--- config.mk ---
export PLATFORM = sky130hd
export DESIGN_NAME = fifo0_depth_n
export DESIGN_NICKNAME = d
export VERILOG_FILES = /design/src/rtl/fifo0_pkg.sv /design/src/rtl/fifo0_err_mon.sv /design/src/rtl/fifo0_depth_n.sv
export SDC_FILE = /design/constraint.sdc
export NUM_CORES = 1
export LEC_CHECK = 0
export ABC_AREA = 1
export BUFFER_PORTS_ARGS = -buffer_cell sky130_fd_sc_hd__buf_2
export CAP_MARGIN = 5
export CORE_AREA = 2 2 39 41
export CTS_BUF_LIST = sky130_fd_sc_hd__clkbuf_8
export CTS_CLUSTER_DIAMETER = 120
export CTS_CLUSTER_SIZE = 28
export DETAILED_ROUTE_END_ITERATION = 12
export DIE_AREA = 0 0 41 43
export GPL_TIMING_DRIVEN = 1
export PLACE_DENSITY = 0.51
export SLEW_MARGIN = 10
export SYNTH_ARGS = -nofsm -noshare
export SYNTH_HDL_FRONTEND = slang
export SYNTH_SLANG_ARGS = --single-unit
--- constraint.sdc ---
create_clock -name CLK -period 1.6 [get_ports CLK]
set_input_delay 0.08 -clock CLK [delete_from_list [all_inputs] [get_ports CLK]]
set_output_delay 0.08 -clock CLK [all_outputs]
set_load 0.03 [all_outputs]
--- src/rtl/fifo0_pkg.sv ---
// rtl/fifo0_pkg.sv - shared constants, width helper and error kinds for the token FIFO
package fifo0_pkg;

   // Error kinds reported by the overflow/underflow checker
   typedef enum logic [1:0] {
      FIFO0_ERR_NONE  = 2'd0,
      FIFO0_ERR_UNDER = 2'd1,
      FIFO0_ERR_OVER  = 2'd2
   } fifo0_err_e;

   // Bits needed to hold values 0..n-1; used as clog2(DEPTH+1) for the counter
   function automatic int fifo0_clog2(input int n);
      int r;
      r = 0;
      for (int i = 0; i < 31; i++) begin
         if ((1 << i) < n) begin
            r = i + 1;
         end
      end
      return r;
   endfunction

endpackage

--- src/rtl/fifo0_err_mon.sv ---
// rtl/fifo0_err_mon.sv - sticky overflow/underflow flag for the token FIFO, with sim-only messages
module fifo0_err_mon
   import fifo0_pkg::*;
#(
   parameter bit GUARDED = 1'b1,
   parameter int CNT_W   = 3
) (
   input  logic             i_clk,
   input  logic             i_rst_n,
   input  logic             i_enq,
   input  logic             i_deq,
   input  logic             i_clr,
   input  logic [CNT_W-1:0] i_count,
   input  logic             i_full,
   input  logic             i_empty,
   output logic             o_err
);

   fifo0_err_e w_kind;
   logic       r_err;

   // Classify this cycle's request; a full FIFO with ENQ+DEQ is only legal when unguarded
   always_comb begin
      w_kind = FIFO0_ERR_NONE;
      if (i_deq && i_empty) begin
         w_kind = FIFO0_ERR_UNDER;
      end else if (i_enq && i_full && (!i_deq || GUARDED)) begin
         w_kind = FIFO0_ERR_OVER;
      end
   end

   // Sticky flag: only reset or CLR clears it, and those edges never set it
   always_ff @(posedge i_clk) begin
      if (!i_rst_n || i_clr) begin
         r_err <= 1'b0;
      end else if (w_kind != FIFO0_ERR_NONE) begin
         r_err <= 1'b1;
      end
   end

`ifndef SYNTHESIS
   // Report each offending edge with the instance path and the kind of error
   always_ff @(posedge i_clk) begin
      if (i_rst_n && !i_clr && (w_kind != FIFO0_ERR_NONE)) begin
         $display("%m: token fifo %s at count %0d", w_kind.name(), i_count);
      end
   end
`endif

   assign o_err = r_err;

endmodule

--- src/rtl/fifo0_depth_n.sv ---
// rtl/fifo0_depth_n.sv - data-less token FIFO of depth DEPTH; FIFO0_ERR_CHECK_EN enables the ERR checker
module fifo0_depth_n
   import fifo0_pkg::*;
#(
   parameter int  DEPTH     = 4,
   parameter int  AFULL_LVL = DEPTH - 1,
   parameter bit  GUARDED   = 1'b1,
   localparam int CNT_W     = fifo0_clog2(DEPTH + 1)
) (
   input  logic             CLK,
   input  logic             RST_N,
   input  logic             ENQ,
   input  logic             DEQ,
   input  logic             CLR,
   output logic             FULL_N,
   output logic             EMPTY_N,
   output logic             ALMOST_FULL_N,
   output logic [CNT_W-1:0] COUNT,
   output logic             ERR
);

   // The default AFULL_LVL is 0 for DEPTH=1; lifting it to 1 makes ALMOST_FULL_N track FULL_N there
   localparam int AF_EFF = (AFULL_LVL < 1) ? 1 : AFULL_LVL;

   logic [CNT_W-1:0] r_count;
   logic             r_full_n;
   logic             r_empty_n;
   logic             r_afull_n;
   logic             w_eff_enq;
   logic             w_eff_deq;
   logic [CNT_W-1:0] w_cnt_nxt;

   // DEQ on empty is ignored; ENQ on full only lands when a DEQ frees the slot in the same cycle
   assign w_eff_deq = DEQ && r_empty_n;
   assign w_eff_enq = ENQ && (r_full_n || DEQ);

   // Next occupancy; the effective enables keep it inside 0..DEPTH so it never wraps
   always_comb begin
      w_cnt_nxt = r_count;
      if (w_eff_enq && !w_eff_deq) begin
         w_cnt_nxt = r_count + 1'b1;
      end else if (!w_eff_enq && w_eff_deq) begin
         w_cnt_nxt = r_count - 1'b1;
      end
   end

   // Counter and status flags update together, flags computed from the next count
   always_ff @(posedge CLK) begin
      if (!RST_N || CLR) begin
         r_count   <= '0;
         r_full_n  <= 1'b1;
         r_empty_n <= 1'b0;
         r_afull_n <= 1'b1;
      end else begin
         r_count   <= w_cnt_nxt;
         r_full_n  <= (w_cnt_nxt != CNT_W'(DEPTH));
         r_empty_n <= (w_cnt_nxt != '0);
         r_afull_n <= (w_cnt_nxt < CNT_W'(AF_EFF));
      end
   end

`ifdef FIFO0_ERR_CHECK_EN
   fifo0_err_mon #(
      .GUARDED (GUARDED),
      .CNT_W   (CNT_W)
   ) u_err_mon (
      .i_clk   (CLK),
      .i_rst_n (RST_N),
      .i_enq   (ENQ),
      .i_deq   (DEQ),
      .i_clr   (CLR),
      .i_count (r_count),
      .i_full  (!r_full_n),
      .i_empty (!r_empty_n),
      .o_err   (ERR)
   );
`else
   assign ERR = 1'b0;
`endif

   assign COUNT         = r_count;
   assign FULL_N        = r_full_n;
   assign EMPTY_N       = r_empty_n;
   assign ALMOST_FULL_N = r_afull_n;

endmodule
==> metrics.txt <==
clk_lat worst skew=approximately 0.22 ns; reg2reg start=COUNT[0]; Final period util=0.8106; most area-consuming cells after synthesis=dfxtp_1 (35%), nand2_1 (16%), inv_1 (11%), nand3_1 (8.7%), ha_1 (7.2%); Mapped Area=~350 um^2; ys flop type=dfxtp_1; vias in the first global route=~280; layout cells sized above 1=0.2769; Final setup viols=0; IO Pins=12; Global Route Usage Sum=0.08451; critical path type=reg2reg; Post-Layout Inst Area=roughly 450 um^2; Die Wd=slightly above 40 um; Final HPWL DP=532.4 um; Post-synth top cells=nand2_1 (15), inv_1 (10), dfxtp_1 (6), nand3_1 (6); Leakage=about 0.00026 uW; crit-path max FO=4; CTS resizes=0; Ant. Diodes=0; Vias/cell=between 4 and 5; Setup Fix Bufs, Post-CTS=0; Cell Pwr Density=1008 nW/um^2; final hold viol count=0; worst ir drop on vdd=~0.57 mV; crit path time final=1.297 ns; Post-Route WL=roughly 640 um; cell with the most instances after synthesis=nand2_1; Worst setup SP type=flip-flop; Post-synth EDFFs=0; DP Area=407.9 um^2; Worst-path clk slew=about 0.03 ns; worst clock skew=between 0.0004 and 0.0005 ns; Req. time, crit path=1.71 ns; max-slew violations=0; Hold Path Depth=2; syn_nets=60; DR WL/cell=7.877 um; sequential area share after synthesis=0.3478; Layout area overhead=30.07%; clock buffer depth=2; synthesized instance count=53; routability cong.=~0.7; Reg-to-Reg End=EMPTY_N; syn avg cell area=around 6.5 um^2; CTS Sinks=6; Starting Density=0.2495; Die H=about 43 um; TritonCTS buffer count=3; GRT overflow=0; synth unique cells=13; core area=about 1400 um^2; WP data arrival=roughly 1.4 ns; FP Rows=14; via count=roughly 330; outcome=complete, no violations; DRC=0; fillers=152; cell repeated most along the worst path=nand2_1; largest net degree at the start of global routing=6; endpoint class of the critical path=flip-flop; RSZ-0062 raised after global routing=no; total negative slack=0 ns; cell breakdown of the critical path=inv_1, ha_1, inv_1, nand4_1, nand2_1, nand2_1, nand2_1, nand2_1; Ys Warns=0; HP Start=CLR; top-area cell type share of the netlist area=0.3478; achievable clock frequency=roughly 770 MHz; Post-DRT Antenna Nets=0; initial antenna violation count=0; DIE AREA=1763 um^2; CP max-delay cell=dfxtp_1; initial DRC count=2; max cap viols=0; Yosys reg bits=6; r2r worst-path depth=8; Worst Hold End=COUNT[1]; first-pass GRT wire length=about 980 um; IO Port Bufs=10; Post-synth ARST share=0; max incr delay on CP=0.35 ns; CTS tree=yes; Pre-antenna DRT Iters=3; cts hold-fix bufs=0; CTS Root Cell=clkbuf_8; flop2flop setup slack=0.30 ns; H-tree Lvls=1; Final nets=between 70 and 80; Min-Delay Path Class=in2reg; Synth area leader=dfxtp_1
## cells by family (layout without fill, tap and decap cells)
group | count (synthesis) | count (layout) | share of synthesized area
buf+inv | 11 | 23 | 0.1305
flops | 6 | 6 | 0.3478
compound gates | 1 | 1 | 0.01448
simple gates | 32 | 32 | 0.4239
fa+ha+maj | 2 | 2 | 0.07245
other cells | 1 | 1 | 0.01086
## per-layer routing
metal  GRT usage  wire length, um
met1     0.09061              283
met2      0.1281              303
met3     0.04712               51
met4     0.04000                0
met5           0                0
## critical path: cells and delay by family (launching register included)
| family | cells | cell delay, ns |
|---|---|---|
| buffers and inverters | 2 | 0.13 |
| adder cells (fa/ha/maj) | 1 | 0.31 |
| flip-flops | 1 | 0.35 |
| AND/OR/NAND/NOR | 5 | 0.40 |
## flip-flops by register name (all words and copies together), names as in the netlist
register	count
ALMOST_FULL_N	1
FULL_N	1
EMPTY_N	1
COUNT	3
## through the flow
step	utilization	setup slack [ns]	power (uW)	hold slack (ns)	std cells
6_report	0.3246	0.3031	452.9	0.03968	81
5_1_grt	0.3246	0.1803	477.1	0.04678	81
4_1_cts	0.3246	0.3009	460.9	0.03683	81
3_5_place_dp	0.2948	0.3194	235.9	0.2655	78
3_3_place_gp	0.2948	0.3157	236.0	0.2656	78
2_1_floorplan	-	0.1810	217.4	0.1585	53
## layout make-up
type / instances / area [um^2] / area share
inverter: 10 / 37.54 / 0.08357
sequential: 6 / 120.1 / 0.2674
clock buffer: 3 / 41.29 / 0.09192
timing repair buffer: 10 / 50.05 / 0.1114
multi-input combinational: 36 / 180.2 / 0.4011
tap: 16 / 20.02 / 0.04457
## power by group
part / internal, uW / switching, uW
clock network: 161 / 58.4
registers: 157 / 4.50
logic: 22.7 / 48.9
## worst max path at each step
stage | startpoint | endpoint | slack [ns] | depth (start not counted)
floorplan | COUNT[0] | FULL_N | 0.18 | 8
global placement | COUNT[0] | EMPTY_N | 0.32 | 8
detailed placement | COUNT[0] | FULL_N | 0.32 | 8
CTS | COUNT[0] | FULL_N | 0.30 | 8
global route | COUNT[0] | FULL_N | 0.18 | 8
finish | COUNT[0] | EMPTY_N | 0.30 | 8
## layout by cell type (no fill, tap or decap)
cell / instances
nand2_1: 15
inv_1: 10
buf_2: 10
dfxtp_1: 6
nand3_1: 6
nand2_2: 3
nor2_1: 3
clkbuf_8: 3
nand4_1: 2
nor2_2: 2
ha_1: 2
a21oi_1: 1
nor3_1: 1
conb_1: 1
(Power assumes the default switching activity.)
